File: config.mk
export PLATFORM = sky130hd
export DESIGN_NAME = mor1kx_irq_ctrl
export DESIGN_NICKNAME = d
export VERILOG_FILES = /design/src/rtl/mor1kx_irq_ctrl.sv
export SDC_FILE = /design/constraint.sdc
export NUM_CORES = 1
export LEC_CHECK = 0
export BUFFER_PORTS_ARGS = -buffer_cell sky130_fd_sc_hd__buf_2
export CAP_MARGIN = 10
export CORE_MARGIN = 4
export CORE_UTILIZATION = 45
export CTS_CLUSTER_DIAMETER = 100
export DETAILED_ROUTE_END_ITERATION = 10
export PLACE_DENSITY_LB_ADDON = 0.05
export SYNTH_ARGS = -nofsm -noshare
export SYNTH_HDL_FRONTEND = slang
export SYNTH_SLANG_ARGS = --single-unit
File: constraint.sdc
create_clock -name clk -period 2.5 [get_ports clk]
set_input_delay 0.375 -clock clk [delete_from_list [all_inputs] [get_ports clk]]
set_output_delay 0.375 -clock clk [all_outputs]
set_load 0.01 [all_outputs]
File: src/rtl/mor1kx_irq_ctrl.sv
// Interrupt front-end for the mor1kx PIC: per-line polarity fix, synchronisation,
// level/edge capture with sticky pending, masking. Macro MOR1KX_IRQ_SYNC_EN adds a second sync flop.
module mor1kx_irq_ctrl #(
  parameter int          NUM_IRQ    = 32,
  parameter logic [31:0] EDGE_SEL   = 32'h0,
  parameter logic [31:0] ACTIVE_LOW = 32'h0
) (
  input  logic               clk,
  input  logic               rst_n,
  input  logic [NUM_IRQ-1:0] irq_i,
  input  logic [NUM_IRQ-1:0] irq_mask_i,
  input  logic [NUM_IRQ-1:0] irq_clr_i,
  output logic [31:0]        irq_o,
  output logic               irq_pending_o
);

  localparam logic [NUM_IRQ-1:0] EDGE_MASK = EDGE_SEL[NUM_IRQ-1:0];
  localparam logic [NUM_IRQ-1:0] POL_MASK  = ACTIVE_LOW[NUM_IRQ-1:0];

  logic [NUM_IRQ-1:0] s1_d, s1_q;
  logic [NUM_IRQ-1:0] s_s;
  logic [NUM_IRQ-1:0] h_d, h_q;
  logic [NUM_IRQ-1:0] rise_s;
  logic [NUM_IRQ-1:0] pend_d, pend_q;
  logic [NUM_IRQ-1:0] masked_s;
  logic [31:0]        irq_d, irq_q;
  logic               pending_d, pending_q;

`ifdef MOR1KX_IRQ_SYNC_EN
  logic [NUM_IRQ-1:0] s2_d, s2_q;

  // Second synchroniser stage for inputs asynchronous to clk.
  always_ff @(posedge clk or negedge rst_n) begin
    if (!rst_n) begin
      s2_q <= {NUM_IRQ{1'b0}};
    end else begin
      s2_q <= s2_d;
    end
  end

  assign s2_d = s1_q;
  assign s_s  = s2_q;
`else
  assign s_s  = s1_q;
`endif

  // Next-state logic: polarity fix, edge detect, sticky pending, mask.
  always_comb begin
    s1_d     = irq_i ^ POL_MASK;
    h_d      = s_s;
    rise_s   = s_s & ~h_q;
    pend_d   = pend_q;
    for (int i = 0; i < NUM_IRQ; i++) begin
      if (EDGE_MASK[i]) begin
        // A rise in the same cycle as a clear wins, so no edge is lost.
        if (rise_s[i]) begin
          pend_d[i] = 1'b1;
        end else if (irq_clr_i[i]) begin
          pend_d[i] = 1'b0;
        end else begin
          pend_d[i] = pend_q[i];
        end
      end else begin
        pend_d[i] = s_s[i];
      end
    end
    masked_s  = pend_q & irq_mask_i;
    irq_d     = 32'h0;
    irq_d[NUM_IRQ-1:0] = masked_s;
    pending_d = |masked_s;
  end

  // State and output registers; reset value 0 means "not asserted" everywhere.
  always_ff @(posedge clk or negedge rst_n) begin
    if (!rst_n) begin
      s1_q      <= {NUM_IRQ{1'b0}};
      h_q       <= {NUM_IRQ{1'b0}};
      pend_q    <= {NUM_IRQ{1'b0}};
      irq_q     <= 32'h0;
      pending_q <= 1'b0;
    end else begin
      s1_q      <= s1_d;
      h_q       <= h_d;
      pend_q    <= pend_d;
      irq_q     <= irq_d;
      pending_q <= pending_d;
    end
  end

  assign irq_o         = irq_q;
  assign irq_pending_o = pending_q;

endmodule

### Word-level counts from Yosys, hierarchy flattened

Cells that the tools add are included.

* add/sub/neg operators: 0
* $mul: 0
* div/mod/pow operators: 0
* order comparisons: 0
* eq/ne operators: 0
* shift-type cells: 0
* mux-type cells: 0
* bitwise operators: 1
* reductions and logical operators: 1

Operators with widths (number)
* AND 32 bit: 1
* OR reduction 32 bit: 1

* register bits: 97
* bits in latches: 0
* RAM bits: 0
* ROM bits: 0
* bits of input ports: 98
* output and inout bits: 33
* logic and storage cells: 6
* memories: 0

### Depth between registers and ports, before layout

Gate-level depths: netlist (run 1).

* word-level depth: 2
* depth in mapped cells: 4
* mapped depth without buffers: 4

### Least setup slack after synthesis (run 1)

No wires, ideal clock.

* path type: input port to flip-flop
* start: input irq_mask_i[24]
* end: register pending_q (netlist: irq_pending_o)
* library setup time: 139 ps
* data arrival time: 1882 ps
* data required time: 2361 ps
* setup slack: 480 ps
* stages on the path: 4
* path buffers: 0
* path through: and2_4 > or4_1 > or4_1 > or4_1

* longest elaborated chain between the ends: 2

Ends and longest elaborated chain
* start, declared: line 11 `input logic [NUM_IRQ-1:0] irq_mask_i,`
* AND 32 bit: line 67 `masked_s = pend_q & irq_mask_i;`
* OR reduction 32 bit: line 70 `pending_d = |masked_s;`
* via pending_d: line 27 `logic pending_d, pending_q;`
* end signal, assigned: line 86 `pending_q <= pending_d;`
* end, declared: line 27

The timed path passes the listed nets, and every way through them passes these cells.

### Final worst setup path (run 1)

* start: register pend_q[25]
* end: register pending_q (netlist: irq_pending_o)

* longest elaborated chain between the ends: 2

Ends and longest elaborated chain
* start, declared: line 24 `logic [NUM_IRQ-1:0] pend_d, pend_q;`
* start signal, assigned: line 78 `pend_q <= {NUM_IRQ{1'b0}};`
* start signal, assigned: line 84 `pend_q <= pend_d;`
* AND 32 bit: line 67
* via irq_d[25]: line 26 `logic [31:0] irq_d, irq_q;`
* OR reduction 32 bit: line 70
* via pending_d: line 27

The timed path passes the listed nets, and every way through them passes these cells.

==> impl_metrics.toml, run 1 <==
[place]
port_buffers = 98
globalplace.congestion = 0.724
hpwl_mm = 3.15
placed_cells_incl_taps = 316

[timing]
timing.final.crit_share_pct = 85.7
max_freq_ghz = 0.467
timing.final.crit_period_ns = 2.14
rsz_0062_raised_after_global_routing = "false"
hold_viol_final = 0
tightest_slew_ns = 0.510
maxSlewHeadroom_pct = 66.0
clock-skew-final_ns = 0.00752
timing.final.max_slew_violations = 0
totalNegativeSetupSlack_ns = 0
setup_viol_count_final = 0

[detailed_routing]
dr.pass1.iters = 2
wirelength_mm = 4.26
detailedRoute.firstIterationViolations = 71
vias = 1396
post-route-drc-count = 0
routed_wire_length_per_instance_microns = 12.8
antenna_left = 0
viasPerCell = 4.20

[cts]
postCtsSetupRepairBufs = 0
postCtsResizedCells = 0
tritoncts_clock_tree = "built"
cts-root-buf = "sky130_fd_sc_hd__clkbuf_8"
htreeDepth = 3
number_of_clock_sinks_seen_by_cts = 97
cts_made_buffers = 9
clk_transition_reported_paths_ns = 0.08
cts.path.max_buffers = 2
worst_skew_late_latency_ns = 0.34
cts.hold.buffers_added = 0

[synth]
ys_seq_area_share_pct = 89.1
synthesis.area_per_instance_sq_um = 19.2
synth_enable_flop_cells = 0
synth_top_area_share_pct = 89.1
synthesis.nets = 240
postSynthCellCount = 142
post-synth-top-area-cell = "sky130_fd_sc_hd__dfrtp_1"
synthesis.yosys.warnings = 0
asyncSetResetFlopFracSynth_pct = 100
syn-cell-area_sq_um = 2730
synth.ff_latch_count = 97
main_flop_type_after_synthesis = "sky130_fd_sc_hd__dfrtp_1"
netlist-cell-type-count = 5
synth.area.top_cells = "sky130_fd_sc_hd__dfrtp_1 (89%), sky130_fd_sc_hd__and2_1 (6.9%), sky130_fd_sc_hd__or4_1 (2.5%)"
post-synth-top-count-cell = "sky130_fd_sc_hd__dfrtp_1"
post_synth_most_frequent_cells = "sky130_fd_sc_hd__dfrtp_1 (97), sky130_fd_sc_hd__and2_1 (30), sky130_fd_sc_hd__or4_1 (9)"

[floorplan]
placeableCoreArea_sq_um = 5890
initial_utilization_pct = 46.3
fp.dieH_microns = 85.8
die_width_microns = 85.8
die-area_sq_um = 7370
rows = 28
boundaryPins = 131

[finish]
final_layout_size_suffix_gt1_share_pct = 45.5
finish.net_count = 350
antenna_cells = 0
syn_to_final_growth_pct = 29.8
final_cell_count_no_fill = 332

[grt]
grt_max_degree = 56
grt_pass1_vias = 1533
grt-ovfl-total = 0
grt_antenna_before_repair = 0
global_route_wire_length_before_repair_mm = 7.00
grtUsageTotal_pct = 13.0

[critical_path]
critical_path.endpoint_type = "register"
worst_path_largest_cell_delay_ns = 0.50
crit_type = "reg2reg"
startpoint_type = "register"
crit_chain = "and2_1 > or4_1 > or4_1 > or4_1"
cp_slowest_cell = "sky130_fd_sc_hd__or4_1"
ff2ff_path_depth = 4
crit_required_ns = 2.71
reg2reg_setup_slack_ns = 0.36
arrival_time_of_the_worst_setup_path_ns = 2.35
worstReg2RegEnd = "irq_pending_o$_DFF_PN0_"
critical_path.reg2reg.startpoint = "pend_q[25]$_DFF_PN0_"
cp_common_cell = "sky130_fd_sc_hd__or4_1"
critPathMaxFanout = 2

[min_path]
holdCritPathClass = "in2async"

[outcome]
run_status = "completed"

[power]
power_per_cell_area_nw_per_um2 = 807
p_total_mw = 2.85
vdd.ir_drop.worst_mv = 0.527
power.static_leakage_nw = 1.81

[run]
max_cap_viol_count = 0
routing by layer:
layer,vias to the layer above,GRT usage [%],wire length [microns]
met4,0,7.34,78
met3,7,4.80,427
met5,-,0,0
met2,62,21.0,2140
met1,657,15.0,1620
li1,670,-,-
cells in the final DEF (no fill, tap or decap), drive strengths merged:
cell,netlist,routed
and2,32,32
buf,0,99
bufinv,0,2
clkbuf,0,13
clkinv,0,1
dfrtp,97,97
or2,4,4
or4,9,9
final cells by class:
type                       count  area, sq um
clock buffer                  13          139
clock inverter                 3         65.1
fill                         492         2350
multi-input combinational     45          298
sequential                    97         2430
tap                           75         93.8
timing repair buffer          99          513
metrics by stage:
step	instance area (sq um)	hold slack, ns	utilization [%]	setup WS [ns]
final	3540	0.00647	60.1	0.359
after global routing	3540	0.0335	60.1	0.277
after CTS	3540	0.0120	60.1	0.325
after detailed placement	3330	0.335	56.6	0.232
after global placement	3330	0.332	56.6	0.231
after floorplan	2730	0.0794	-	0.480
critical path, delay by kind of cell (launching register included):
family           cells  cell delay (ns)
AND/OR/NAND/NOR      4             1.64
flip-flops           1             0.37
logic make-up (layout without fill, tap and decap cells):
kind of cell,count (synthesis),count (layout),share of synthesized area [%]
buf+inv,0,115,0
simple gates,45,45,10.9
flops,97,97,89.1
worst max-delay path by stage:
| stage | startpoint | endpoint | cells past startpoint |
|---|---|---|---|
| after floorplan | irq_mask_i[24] | irq_pending_o$_DFF_PN0_ | 4 |
| after global placement | irq_mask_i[24] | irq_pending_o$_DFF_PN0_ | 5 |
| after detailed placement | irq_mask_i[24] | irq_pending_o$_DFF_PN0_ | 5 |
| after CTS | pend_q[25]$_DFF_PN0_ | irq_pending_o$_DFF_PN0_ | 4 |
| after global routing | pend_q[25]$_DFF_PN0_ | irq_pending_o$_DFF_PN0_ | 4 |
| final | pend_q[25]$_DFF_PN0_ | irq_pending_o$_DFF_PN0_ | 4 |
flip-flops by register name, summed over array words and instances (netlist names):
register and flops:
irq_pending_o 1, pend_q 32, irq_o 32, h_d 32
power by group:
part | switching (mW) | internal, mW | leakage, nW
Clock | 0.472 | 0.565 | 0.102
Sequential | 0.0163 | 1.64 | 1.17
Combinational | 0.0779 | 0.0780 | 0.542
Total | 0.566 | 2.29 | 1.81
Power figures use the tool's default switching activity.
==> run 2: changes to the inputs <==
Settings changed: CORE_MARGIN 4 to 10.
==> impl_metrics.toml, run 2 (synthesis gave the netlist of run 1 again) <==
[timing]
totalNegativeSetupSlack_ns = 0
setup_viol_count_final = 0
timing.final.crit_period_ns = 2.14
final.setup.worst_slack_ns = 0.356
timing.final.crit_share_pct = 85.8
timing.final.max_slew_violations = 0
hold_viol_final = 0
maxSlewHeadroom_pct = 56.6
tightest_slew_ns = 0.651
max_freq_ghz = 0.466
rsz_0062_raised_after_global_routing = "false"
clock-skew-final_ns = 0.00610

[power]
power_per_cell_area_nw_per_um2 = 812
switchingPower_mw = 0.582
power.static_leakage_nw = 1.82
share_comb_of_total_power_pct = 5.6
seq_power_share_pct = 57.5
power.internal_mw = 2.31
power_frac_clock_pct = 36.9
vdd.ir_drop.worst_mv = 0.466
netSwitchingFraction_pct = 20.1

[finish]
most-common-layout-cells = "sky130_fd_sc_hd__dfrtp_1 (97), sky130_fd_sc_hd__buf_2 (97), sky130_fd_sc_hd__and2_1 (30), sky130_fd_sc_hd__clkbuf_8 (10), sky130_fd_sc_hd__or4_1 (9)"
finish.net_count = 351
syn_to_final_growth_pct = 30.5
final_layout_size_suffix_gt1_share_pct = 47.1
antenna_cells = 0
fillCellCount = 470

[grt]
grt_pass1_vias = 1590
global_route_wire_length_before_repair_mm = 7.73
grtUsageTotal_pct = 10.5
grt_antenna_before_repair = 0
grt_max_degree = 53
grt-ovfl-total = 0

[critical_path]
critPathMaxFanout = 2
crit_required_ns = 2.72
arrival_time_of_the_worst_setup_path_ns = 2.36
startpoint_type = "register"
crit_type = "reg2reg"
critical_path.endpoint_type = "register"

[place]
port_buffers = 98
globalplace.congestion = 0.727
hpwl_mm = 3.74
post-place-ws_ns = 0.237

[detailed_routing]
vias = 1413
post-route-drc-count = 0
detailedRoute.firstIterationViolations = 21
viasPerCell = 4.26
routed_wire_length_per_instance_microns = 14.6
antenna_left = 0
wirelength_mm = 4.83
dr.pass1.iters = 2

[cts]
cts-root-buf = "sky130_fd_sc_hd__clkbuf_8"
number_of_clock_sinks_seen_by_cts = 97
postCtsSetupRepairBufs = 0
worst_skew_late_latency_ns = 0.34
postCtsResizedCells = 0
cts.path.max_buffers = 2
tritoncts_clock_tree = "built"
cts_made_buffers = 9
cts.hold.buffers_added = 0
htreeDepth = 3
clk_transition_reported_paths_ns = 0.09

[run]
max_cap_viol_count = 0

[floorplan]
fp.dieH_microns = 97.8
placeableCoreArea_sq_um = 5890
initial_utilization_pct = 46.3
boundaryPins = 131
rows = 28
die_width_microns = 97.8
die-area_sq_um = 9570

[min_path]
holdCritPathClass = "in2async"

[outcome]
run_status = "completed"
-- run 2: critical path, stage by stage, from the launching register on --
cell and delay, ns:
sky130_fd_sc_hd__dfrtp_1 0.37, sky130_fd_sc_hd__and2_4 0.15, sky130_fd_sc_hd__or4_1 0.52, sky130_fd_sc_hd__or4_1 0.51
sky130_fd_sc_hd__or4_1 0.47
-- run 2: final cells by class --
type | instances | area, sq um | share of cell area [%]
sequential | 97 | 2430 | 68.2
tap | 75 | 93.8 | 2.64
multi-input combinational | 45 | 298 | 8.37
clock inverter | 5 | 80.1 | 2.25
clock buffer | 10 | 138 | 3.87
timing repair buffer | 100 | 520 | 14.6
-- run 2: layer usage --
layer / wire length [microns] / global-route usage [%] / vias to the layer above / part of all wire (%)
met5: 0 / 0 / - / 0
met4: 109 / 6.38 / 0 / 2.3
met3: 473 / 5.07 / 11 / 9.8
met2: 2330 / 15.7 / 63 / 48
met1: 1920 / 12.0 / 665 / 40
li1: - / - / 674 / -
-- run 2: worst paths after layout --
| check | end | startpoint | slack (ns) | depth (start not counted) |
|---|---|---|---|---|
| setup / recovery | irq_pending_o$_DFF_PN0_ | pend_q[24]$_DFF_PN0_ | 0.36 | 4 |
| hold / removal | irq_o[10]$_DFF_PN0_ | rst_n | 0.05 | 1 |
| setup reg to reg | irq_pending_o$_DFF_PN0_ | pend_q[24]$_DFF_PN0_ | 0.36 | 4 |
| hold reg to reg | pend_q[1]$_DFF_PN0_ | h_d[1]$_DFF_PN0_ | 0.35 | 0 |
| max in group asynchronous | irq_o[23]$_DFF_PN0_ | rst_n | 1.79 | 2 |
| min in group clk | h_d[11]$_DFF_PN0_ | irq_i[11] | 0.13 | 1 |
-- run 2: metrics by stage --
step                utilization (%)  std cells  total power, mW  instance area, sq um  hold slack [ns]
floorplan                         -        142             1.74                  2730           0.0794
global placement               56.7        317             1.85                  3340            0.332
detailed placement             56.7        317             1.86                  3340            0.335
CTS                            60.4        332             2.93                  3560           0.0613
global route                   60.4        332             3.01                  3560           0.0973
finish                         60.4        332             2.89                  3560           0.0543
-- run 2: power groups by stage --
stage,Clock (mW),Sequential [mW],Combinational [mW]
floorplan,0,1.71,0.0310
global placement,0,1.69,0.164
detailed placement,0,1.69,0.167
CTS,1.10,1.66,0.167
global route,1.16,1.67,0.183
finish,1.07,1.66,0.161
==> run 3: changes to the inputs <==
Settings changed: CORE_UTILIZATION 45 to 47, CTS_BUF_LIST set to sky130_fd_sc_hd__clkbuf_4 sky130_fd_sc_hd__clkbuf_8.
==> impl_metrics.toml, run 3 (synthesis gave the netlist of run 1 again) <==
[critical_path]
critPathMaxFanout = 2
ff2ff_path_depth = 4
crit_required_ns = 2.72
reg2reg_setup_slack_ns = 0.34
crit_type = "reg2reg"
startpoint_type = "register"
arrival_time_of_the_worst_setup_path_ns = 2.39
critical_path.reg2reg.startpoint = "pend_q[24]$_DFF_PN0_"
critical_path.endpoint_type = "register"
worstReg2RegEnd = "irq_pending_o$_DFF_PN0_"
worstSetupStartpoint = "pend_q[24]$_DFF_PN0_"

[timing]
tightest_slew_ns = 0.529
setup_viol_count_final = 0
final.setup.worst_slack_ns = 0.337
rsz_0062_raised_after_global_routing = "false"
timing.final.crit_share_pct = 86.5
timing.final.max_slew_violations = 0
hold_viol_final = 0
timing.final.crit_period_ns = 2.16
max_freq_ghz = 0.462
totalNegativeSetupSlack_ns = 0
clock-skew-final_ns = 0.00771
maxSlewHeadroom_pct = 64.8
hold-worst-slack_ns = 0.00414

[cts]
clk_transition_reported_paths_ns = 0.09
cts_made_buffers = 9
cts.path.max_buffers = 2
htreeDepth = 3
cts.hold.buffers_added = 0
postCtsSetupRepairBufs = 0
worst_skew_late_latency_ns = 0.34
tritoncts_clock_tree = "built"
cts-root-buf = "sky130_fd_sc_hd__clkbuf_8"
number_of_clock_sinks_seen_by_cts = 97
postCtsResizedCells = 0

[grt]
global_route_wire_length_before_repair_mm = 7.40
grtUsageTotal_pct = 11.0
grt_pass1_vias = 1541
globalRouteMet2Util_pct = 18.4
grt-ovfl-total = 0
global_route.usage.met3_pct = 4.82
globalRouteMet1Util_pct = 10.9
grt_max_degree = 55
grt_antenna_before_repair = 0
global_route.peak_usage_layer = "met2"

[detailed_routing]
vias = 1404
dr.pass1.iters = 3
detailedRoute.firstIterationViolations = 39
wirelength_mm = 4.86
viasPerCell = 4.28
routed_wire_length_per_instance_microns = 14.8
antenna_left = 0
post-route-drc-count = 0

[place]
hpwl_mm = 3.80
post-place-ws_ns = 0.230
placed_cells_incl_taps = 313
port_buffers = 98
placed_area_sq_um = 3330
globalplace.congestion = 0.692

[floorplan]
initial_utilization_pct = 48.9
boundaryPins = 131
placeableCoreArea_sq_um = 5570
rows = 27
die_width_microns = 96.1
die-area_sq_um = 9240
fp.dieH_microns = 96.1

[finish]
post-route-util_pct = 63.8
syn_to_final_growth_pct = 30.5
finish.net_count = 350
antenna_cells = 0
postLayoutCellArea_sq_um = 3560
final_cell_count_no_fill = 328
final_layout_size_suffix_gt1_share_pct = 46.9
most-common-layout-cells = "sky130_fd_sc_hd__dfrtp_1 (97), sky130_fd_sc_hd__buf_2 (97), sky130_fd_sc_hd__and2_1 (30), sky130_fd_sc_hd__clkbuf_8 (11), sky130_fd_sc_hd__or4_1 (9)"

[power]
power_frac_clock_pct = 37.6
power.static_leakage_nw = 1.82
vdd.ir_drop.worst_mv = 0.488
power_per_cell_area_nw_per_um2 = 820
p_total_mw = 2.92
netSwitchingFraction_pct = 19.9
seq_power_share_pct = 56.9
share_comb_of_total_power_pct = 5.4
switchingPower_mw = 0.581
power.internal_mw = 2.34

[min_path]
holdCritPathClass = "in2async"

[outcome]
run_status = "completed"

[run]
max_cap_viol_count = 0
==> run 3: changes by cell type in the layout (fill, tap and decap cells not counted) <==
cell / change
sky130_fd_sc_hd__clkinv_2: -1
sky130_fd_sc_hd__clkinvlp_4: -1
sky130_fd_sc_hd__clkbuf_8: +1
sky130_fd_sc_hd__clkinv_4: +1
sky130_fd_sc_hd__buf_4: -1
==> run 3: cell type report <==
type,instances,area (sq um)
clock buffers,11,151
repair buffers,99,513
fillers,440,2020
clock inverters,4,76.3
multi-input cells,45,298
well taps,72,90.1
flip-flops and latches,97,2430
==> run 3: critical path, stage by stage (launching register included) <==
cell and delay (ns):
sky130_fd_sc_hd__dfrtp_1 0.37, sky130_fd_sc_hd__and2_4 0.15, sky130_fd_sc_hd__or4_1 0.52, sky130_fd_sc_hd__or4_1 0.53, sky130_fd_sc_hd__or4_1 0.48
==> run 3: how the worst max path moves through the flow <==
stage                              end  slack, ns  depth (start not counted)
4_1_cts        irq_pending_o$_DFF_PN0_       0.32                          4
6_report       irq_pending_o$_DFF_PN0_       0.34                          4
3_3_place_gp   irq_pending_o$_DFF_PN0_       0.23                          5
2_1_floorplan  irq_pending_o$_DFF_PN0_       0.48                          4
3_5_place_dp   irq_pending_o$_DFF_PN0_       0.23                          5
5_1_grt        irq_pending_o$_DFF_PN0_       0.28                          4
==> run 3: power groups by stage <==
stage	clock network [mW]	registers, mW	logic, mW
2_1_floorplan	0	1.71	0.0310
3_3_place_gp	0	1.69	0.162
3_5_place_dp	0	1.69	0.165
4_1_cts	1.13	1.66	0.166
5_1_grt	1.19	1.67	0.179
6_report	1.10	1.66	0.159
==> run 3: layer usage <==
| metal | vias up | wire length [microns] |
|---|---|---|
| met2 | 60 | 2600 |
| met4 | 0 | 102 |
| li1 | 668 | - |
| met1 | 665 | 1570 |
| met3 | 11 | 590 |
| met5 | - | 0 |
